## config.mk

```make
export PLATFORM = sky130hd
export DESIGN_NAME = control_sequencer
export DESIGN_NICKNAME = d
export VERILOG_FILES = /design/src/rtl/control_sequencer.sv
export SDC_FILE = /design/constraint.sdc
export NUM_CORES = 1
export LEC_CHECK = 0
export CORE_ASPECT_RATIO = 0.8
export CORE_MARGIN = 2
export CORE_UTILIZATION = 45
export CTS_CLUSTER_DIAMETER = 100
export DETAILED_ROUTE_END_ITERATION = 7
export GPL_TIMING_DRIVEN = 0
export MAX_ROUTING_LAYER = met4
export PLACE_DENSITY_LB_ADDON = 0.2
export SYNTH_ARGS = -nofsm -noshare
export SYNTH_HDL_FRONTEND = slang
export SYNTH_SLANG_ARGS = --single-unit
export TNS_END_PERCENT = 10
```

## constraint.sdc

```tcl
create_clock -name clk_main -period 2.58 [get_ports clk_main]
set_input_delay 0.774 -clock clk_main [delete_from_list [all_inputs] [get_ports clk_main]]
set_output_delay 0.774 -clock clk_main [all_outputs]
set_load 0.02 [all_outputs]
```

## src/rtl/control_sequencer.sv

```systemverilog
`default_nettype none
// ============================================================================
// Module  : control_sequencer
// Purpose : Multi-cycle control unit. Fetches a 16-bit instruction, decodes
//           it and drives the datapath register selects, ALU function select,
//           mux selects and memory/register write strobes.
//           State flow: FETCH -> DECODE -> EXEC -> (MEM) -> FETCH, or HALT.
// Ports   : clk_main, reset          clock, synchronous active-high reset
//           instr_in, instr_valid    instruction word and its qualifier
//           mem_ready                data-memory completion strobe (LD/ST)
//           V, C, N, Z               datapath status flags (Z used by BRZ)
//           fetch_req, pc            instruction request, program counter
//           DR, SA, SB, AX, BX, DX   register selects (AX/BX/DX reserved, 0)
//           FS, MB, MM, MD, MW, RW   function select, muxes, write strobes
//           halted, illegal          status flags
// Revision: 1.0 - initial release
// ============================================================================
module control_sequencer #(
  parameter int NBIT = 16,
  parameter int PCW  = 8
) (
  input  logic            clk_main,
  input  logic            reset,
  input  logic [NBIT-1:0] instr_in,
  input  logic            instr_valid,
  input  logic            mem_ready,
  input  logic            V,
  input  logic            C,
  input  logic            N,
  input  logic            Z,
  output logic            fetch_req,
  output logic [PCW-1:0]  pc,
  output logic [2:0]      DR,
  output logic [2:0]      SA,
  output logic [2:0]      SB,
  output logic [3:0]      AX,
  output logic [3:0]      BX,
  output logic [3:0]      DX,
  output logic [3:0]      FS,
  output logic            MB,
  output logic            MM,
  output logic            MD,
  output logic            MW,
  output logic            RW,
  output logic            halted,
  output logic            illegal
);

  localparam logic [3:0] c_OP_NOP  = 4'h0;
  localparam logic [3:0] c_OP_ADD  = 4'h1;
  localparam logic [3:0] c_OP_SUB  = 4'h2;
  localparam logic [3:0] c_OP_AND  = 4'h3;
  localparam logic [3:0] c_OP_OR   = 4'h4;
  localparam logic [3:0] c_OP_LD   = 4'h6;
  localparam logic [3:0] c_OP_ST   = 4'h7;
  localparam logic [3:0] c_OP_BRZ  = 4'h8;
  localparam logic [3:0] c_OP_JMP  = 4'h9;
  localparam logic [3:0] c_OP_HALT = 4'hF;

  typedef enum logic [2:0] {
    S_FETCH  = 3'd0,
    S_DECODE = 3'd1,
    S_EXEC   = 3'd2,
    S_MEM    = 3'd3,
    S_HALT   = 3'd4
  } state_t;

  state_t          state_q, state_d;
  logic [PCW-1:0]  pc_q, pc_d;
  logic [NBIT-1:0] ir_q, ir_d;
  logic            illegal_q, illegal_d;

  // Instruction fields (off overlaps sb by design of the encoding)
  logic [3:0]     w_op;
  logic [2:0]     w_dr, w_sa, w_sb;
  logic [PCW-1:0] w_off_sext;
  logic [PCW-1:0] w_pc_inc;
  logic           w_legal;

  assign w_op       = ir_q[15:12];
  assign w_dr       = ir_q[11:9];
  assign w_sa       = ir_q[8:6];
  assign w_sb       = ir_q[5:3];
  assign w_off_sext = {{(PCW-6){ir_q[5]}}, ir_q[5:0]};
  assign w_pc_inc   = pc_q + PCW'(1);

  always_comb begin
    unique case (w_op)
      c_OP_NOP, c_OP_ADD, c_OP_SUB, c_OP_AND, c_OP_OR,
      c_OP_LD, c_OP_ST, c_OP_BRZ, c_OP_JMP, c_OP_HALT: w_legal = 1'b1;
      default:                                          w_legal = 1'b0;
    endcase
  end

  // Flags V/C/N are part of the datapath interface but no instruction uses them
  logic unused_flags;
  assign unused_flags = ^{V, C, N};

  assign pc      = pc_q;
  assign illegal = illegal_q;
  assign AX      = 4'b0000;
  assign BX      = 4'b0000;
  assign DX      = 4'b0000;

  always_ff @(posedge clk_main) begin
    if (reset) begin
      state_q   <= S_FETCH;
      pc_q      <= '0;
      ir_q      <= '0;
      illegal_q <= 1'b0;
    end else begin
      state_q   <= state_d;
      pc_q      <= pc_d;
      ir_q      <= ir_d;
      illegal_q <= illegal_d;
    end
  end

  always_comb begin
    state_d   = state_q;
    pc_d      = pc_q;
    ir_d      = ir_q;
    illegal_d = illegal_q;
    fetch_req = 1'b0;
    halted    = 1'b0;
    DR        = 3'd0;
    SA        = 3'd0;
    SB        = 3'd0;
    FS        = 4'b0000;
    MB        = 1'b0;
    MM        = 1'b0;
    MD        = 1'b0;
    MW        = 1'b0;
    RW        = 1'b0;

    unique case (state_q)
      S_FETCH: begin
        fetch_req = 1'b1;
        if (instr_valid) begin
          ir_d    = instr_in;
          state_d = S_DECODE;
        end
      end

      // Illegal is flagged on leaving DECODE so it is visible from EXEC on
      S_DECODE: begin
        state_d = S_EXEC;
        if (!w_legal) illegal_d = 1'b1;
      end

      S_EXEC: begin
        state_d = S_FETCH;
        pc_d    = w_pc_inc;
        unique case (w_op)
          c_OP_ADD, c_OP_SUB, c_OP_AND, c_OP_OR: begin
            DR = w_dr;
            SA = w_sa;
            SB = w_sb;
            RW = 1'b1;
            unique case (w_op)
              c_OP_ADD: FS = 4'b0010;
              c_OP_SUB: FS = 4'b0101;
              c_OP_AND: FS = 4'b1000;
              default:  FS = 4'b1001;
            endcase
          end
          c_OP_BRZ: begin
            SA = w_sa;
            if (Z) pc_d = pc_q + w_off_sext;
          end
          c_OP_JMP: pc_d = pc_q + w_off_sext;
          c_OP_LD, c_OP_ST: begin
            state_d = S_MEM;
            pc_d    = pc_q;
          end
          c_OP_HALT: begin
            state_d = S_HALT;
            pc_d    = pc_q;
          end
          default: ;
        endcase
      end

      // Address/data selects are held for the whole access; the register
      // write for LD only fires in the completion cycle.
      S_MEM: begin
        SA = w_sa;
        if (w_op == c_OP_LD) begin
          DR = w_dr;
          MD = 1'b1;
          RW = mem_ready;
        end else begin
          SB = w_sb;
          MW = 1'b1;
        end
        if (mem_ready) begin
          pc_d    = w_pc_inc;
          state_d = S_FETCH;
        end
      end

      S_HALT: halted = 1'b1;

      default: state_d = S_FETCH;
    endcase
  end

endmodule
`default_nettype wire

```

Yosys cells after proc, flatten, opt, wreduce, memory -nomap -nowiden
Memory sizes are Yosys's and may differ from the RTL's. A register that Yosys moved wholly into a read port is not among the register bits.
Index checks and enable logic that the tools add are counted.
W data, S select, Z words.
Word-level totals
  bits in read-only memories: 16
  word-level logic and storage cells: 65
  output and inout port bits: 41
  memories: 1
  register bits: 28
  input port bits: 24
Memory list
  (no name shown): words 16, bits a word 1, read ports 1, clocked after Yosys merged registers in 1, write ports 0, RTL line 88  | unique case (w_op)
Cells by class
  bitwise gates (word level): 2
  mux-type cells: 30
  reductions and logical operators: 10
  equality and inequality tests: 16
  add/subtract/negate cells: 2
Operator list (count)
  $pmux W3 S2: 4
  $pmux W8 S3: 1
  $mux W3: 7
  $mux W4: 4
  $mux W8: 2
  $pmux W8 S2: 1
  $pmux W3 S5: 1
  $eq A4 B3 Y1 const B: 3
  $eq A4 B4 Y1 const B: 3
  $pmux W4 S3: 1
  $add A8 B1 Y8 const B: 1
  $add A8 B8 Y8: 1
  $eq A4 B2 Y1 const B: 2
  $mux W1: 8
  $eq A3 B2 Y1 const B: 2
  $ne A2 B2 Y1 const B: 3
  $reduce_and A3 Y1: 2
  $reduce_or A5 Y1: 1
  $eq A4 B1 Y1 const B: 1
  $reduce_and A2 Y1: 2
  $reduce_or A4 Y1: 1
  $eq A3 B1 Y1 const B: 1
  $eq A3 B3 Y1 const B: 1
  $logic_not A3 Y1: 1
  other kinds (5): 6

Longest topological paths before layout
  depth after elaboration: 4
  depth in mapped cells: 7
  mapped depth without buffers: 7

Least setup slack after synthesis
Ideal clock, no wire load.
  kind: register to output
  start: reg ir_q[12]
  end: out RW
  cell stages (with the launch flop): 6
  arrival time: 1768 ps
  path buffers: 2
  path slack: 38 ps
  cell sequence: dfxtp_1 > buf_2 > clkbuf_1 > nor4_1 > nand2_1 > o21ai_0
Between the ends
  longest elaborated chain between the ends: 4
  elaborated cells between the ends (all ways): 9
  those cells by class: eq/ne (5); mux (3); reduce/logical (1)
Ends and longest elaborated chain
  start: declaration: RTL line 70  | logic [NBIT-1:0] ir_q, ir_d;
  start signal: assignment: RTL line 114  | ir_q <= ir_d;
  $eq A4 B2 Y1 (tied with other cells): RTL line 154  | unique case (w_op)
  $reduce_or A4 Y1: RTL line 154
  $mux W1: RTL line 154
  $pmux W1 S2 *: RTL line 136  | unique case (state_q)
  end: declaration: RTL line 44  | output logic RW,
Every way passes the cells marked *; elsewhere a longest branch is shown, timed or not.

Worst setup path after layout
  start: reg ir_q[12]
  end: out SA[0]
Between the ends
  longest elaborated chain between the ends: 4
  elaborated cells between the ends (all ways): 8
  those cells by class: eq/ne (5); mux (2); reduce/logical (1)
Ends and longest elaborated chain
  $eq A4 B4 Y1 (tied with other cells): RTL line 154
  $reduce_or A5 Y1 (no line) *
  $mux W3 *: RTL line 154
  $pmux W3 S2 *: RTL line 136
  end: declaration: RTL line 34  | output logic [2:0] SA,
Marked as above.

==> summary.txt <==
Timing
  – Period minus WS final: 2580 ps
  – Worst hold slack: 457 ps
  – Tcrit/Tclk final: 1.00
  – Setup ws final: -1.51 ps
  – Measured slew at the worst slew-check pin: 542 ps
  – Slew Limit Fails: 0
  – Worst slew margin: 0.639
  – Endpoints failing hold: 0
  – Fmax: 387 MHz
  – Final clock skew: 5.88 ps
  – Setup TNS Final: -1.51 ps
  – RSZ-0062 raised after global routing: yes
  – # setup viols final: 1

Cells and area
  – Most frequent cells in the layout: nand2_1 (42), a21oi_1 (30), dfxtp_1 (29), clkdlybuf4s50_1 (29), buf_4 (18)
  – Layout cells sized above 1: 0.193
  – N_diodes: 0
  – Multi-input logic area: 0.00131 mm2
  – Most common cell after layout, fill and taps aside: nand2_1
  – Register Area: 581 um2
  – Final net count: 370
  – Number of non-filler instances in the completed layout: 397
  – Layout area overhead: 33.3%
  – Fillers: 428

Yosys
  – Post-Synth Simple-Gate Area: 0.256
  – Post-synthesis register bit count: 29
  – Synth Flop Type: dfxtp_1
  – Asr flop ratio synth: 0
  – Post-Synth Adder-Cell Area: 0.0582
  – Post-synth cell types: 49
  – Mean Syn Cell Area: 7.65 um2
  – Post-Synth XOR/XNOR Area: 0.0424
  – Post-synthesis compound-gate area fraction: 0.232
  – Post-synthesis mux area share: 0.00485
  – Sequential cell area fraction in the yosys report: 0.281
  – EDFF count, synth: 0
  – Yosys Warn Count: 0
  – Main combinational cell family by area after synthesis: simple AND/OR/NAND/NOR gates
  – Gate Count Post-Synth: 270
  – Post-Syn Area: 0.00206 mm2

Route
  – Routed WL: 5140 um
  – DRT antenna net count: 0
  – Routed vias/inst: 5.17
  – DRT Pass-1 Iters: 4
  – DRC violations left: 0
  – Via count: 2052
  – Initial DRC count: 153
  – Average wire per standard cell: 12.9 um

Worst setup path
  – Crit Path Max Fanout: 7
  – Worst Path Required: 1810 ps
  – R2R Path Start: pc[0]$_SDFFE_PP0P_
  – Buffers & Inverters on Critical Path: 2
  – Critical path depth: 7
  – Crit path max-delay cell type: dlygate4sd2_1
  – Critical Path Source: ir_q[12]$_SDFFE_PP0N_
  – R2r setup slk: 400 ps
  – Crit path DAT: 1810 ps
  – Worst path top cell family by delay: buffers and inverters
  – Crit path largest cell delay: 320 ps
  – Critical setup path kind: reg -> out
  – Reg2Reg Depth: 7
  – CP Capture Point: SA[0]
  – Reg-to-Reg End: pc[6]$_SDFFE_PP0P_
  – Startpoint types: flop
  – Cell Chain, Critical Path: clkbuf_4, nor2_4, xor2_1, o21ai_0, o21ai_2, nor2_1, dlygate4sd2_1
  – Crit. End Element: primary output

Placement
  – Post-DP HPWL: 3840 um
  – Worst slack at placement: -266 ps
  – PortBufs: 46
  – Gpl congestion: 0.879
  – Placed cells: 389

Worst hold path
  – Hold WC Path Type: reg -> reg
  – Hold path depth: 2

Global route
  – Largest net degree at the start of global routing: 11
  – Vias in the first global route: 1880
  – Gr busiest metal: met2
  – GRT met1 Usage: 0.297
  – Total track usage: 0.217
  – Initial antenna violation count: 0
  – GRT overflow: 0
  – M3 GR Usage: 0.0669
  – Met2 Use GR: 0.310
  – First-pass GRT wire length: 8510 um

CTS
  – Total CTS buffers: 5
  – Max clock buf depth: 2
  – CTS tree: done
  – CTS Hold Bufs: 0
  – TritonCTS Sinks: 29
  – CTS Root Cell: clkbuf_8
  – Reg clk slew, reported paths: 60 ps
  – Clk_lat worst skew: 280 ps
  – H-tree levels: 2

Die
  – Core area: 0.00449 mm2
  – Rows: 22
  – I/O pin cnt: 65
  – Die area: 0.00515 mm2
  – Die width: 79.7 um
  – Initial core utilization: 0.460
  – Die height: 64.6 um

Run status
  – Failing checks: setup timing
  – Outcome: finished with violations

Run
  – Max-cap violations: 0

Pwr
  – VDD IR-drop max: 333 uV
  – Leakage: 0.00122 uW
  – PwrDens: 446 mW/mm2
registers in the layout (all words and copies together) (netlist names):
register,count
ir_q,16
w_legal,1
pc,8
illegal,1
state_q,3
what timing repair did:
item,4_1_cts,5_1_grt
endpoints found under the setup margin,17,16
pin swaps,0,1
resized for setup,34,34
setup buffers,0,1
metrics by stage:
| stage | power [uW] | cell area, um2 | utilization |
|---|---|---|---|
| global placement | 767 | 2650 | 0.590 |
| global route | 1290 | 2750 | 0.613 |
| CTS | 1230 | 2770 | 0.618 |
| finish | 1230 | 2750 | 0.613 |
| floorplan | 687 | 2110 | - |
| detailed placement | 771 | 2650 | 0.590 |
tightest hold or removal path, cell delays in order, from the launching register on:
cell and delay, ps:
dfxtp_1 310, nand2_1 50, a21oi_1 60
power by group:
part | leakage, uW | switching (uW) | internal, uW
clock network | 0.0000540 | 172 | 280
registers | 0.000237 | 19.7 | 471
logic | 0.000932 | 159 | 125
total | 0.00122 | 351 | 876
per-layer routing:
metal,vias up,wire (um)
met5,-,0
met2,68,2200
met1,922,2560
li1,1058,-
met4,0,23
met3,4,353
logic make-up after synthesis:
| kind of cell | count (synthesis) |
|---|---|
| adders and majority gates | 9 |
| AOI/OAI and AO/OA | 71 |
| DFF | 29 |
| xor gates and xnor gates | 10 |
| muxes | 1 |
| buffers and inverters | 43 |
| other | 1 |
| and+or+nand+nor | 106 |
area by class of cell:
class,instances,share of cell area
inverters,12,0.0164
multi-input cells,211,0.477
plain buffers,31,0.0828
well taps,60,0.0273
clock inverters,2,0.0127
flip-flops and latches,29,0.211
repair buffers,47,0.147
clock buffers,5,0.0250
synth_stat cells (6+ instances only):
library cell / count / area, um2
a21oi_1: 31 / 155
and2_1: 7 / 43.8
buf_4: 18 / 135
clkbuf_1: 7 / 26.3
dfxtp_1: 29 / 581
ha_1: 8 / 100
inv_1: 12 / 45.0
nand2_1: 42 / 158
nor2_1: 15 / 56.3
nor3_1: 15 / 75.1
o21ai_0: 11 / 55.1
xnor2_1: 6 / 52.6
worst min path at each step:
stage                                     start                    end  slack, ps
after floorplan           ir_q[10]$_SDFFE_PP0N_  ir_q[10]$_SDFFE_PP0N_        430
after global placement    ir_q[11]$_SDFFE_PP0N_  ir_q[11]$_SDFFE_PP0N_        440
after detailed placement  ir_q[11]$_SDFFE_PP0N_  ir_q[11]$_SDFFE_PP0N_        440
after CTS                 ir_q[11]$_SDFFE_PP0N_  ir_q[11]$_SDFFE_PP0N_        450
after global routing       ir_q[9]$_SDFFE_PP0N_   ir_q[9]$_SDFFE_PP0N_        480
final                      ir_q[9]$_SDFFE_PP0N_   ir_q[9]$_SDFFE_PP0N_        460
Power figures use the tool's default switching activity.
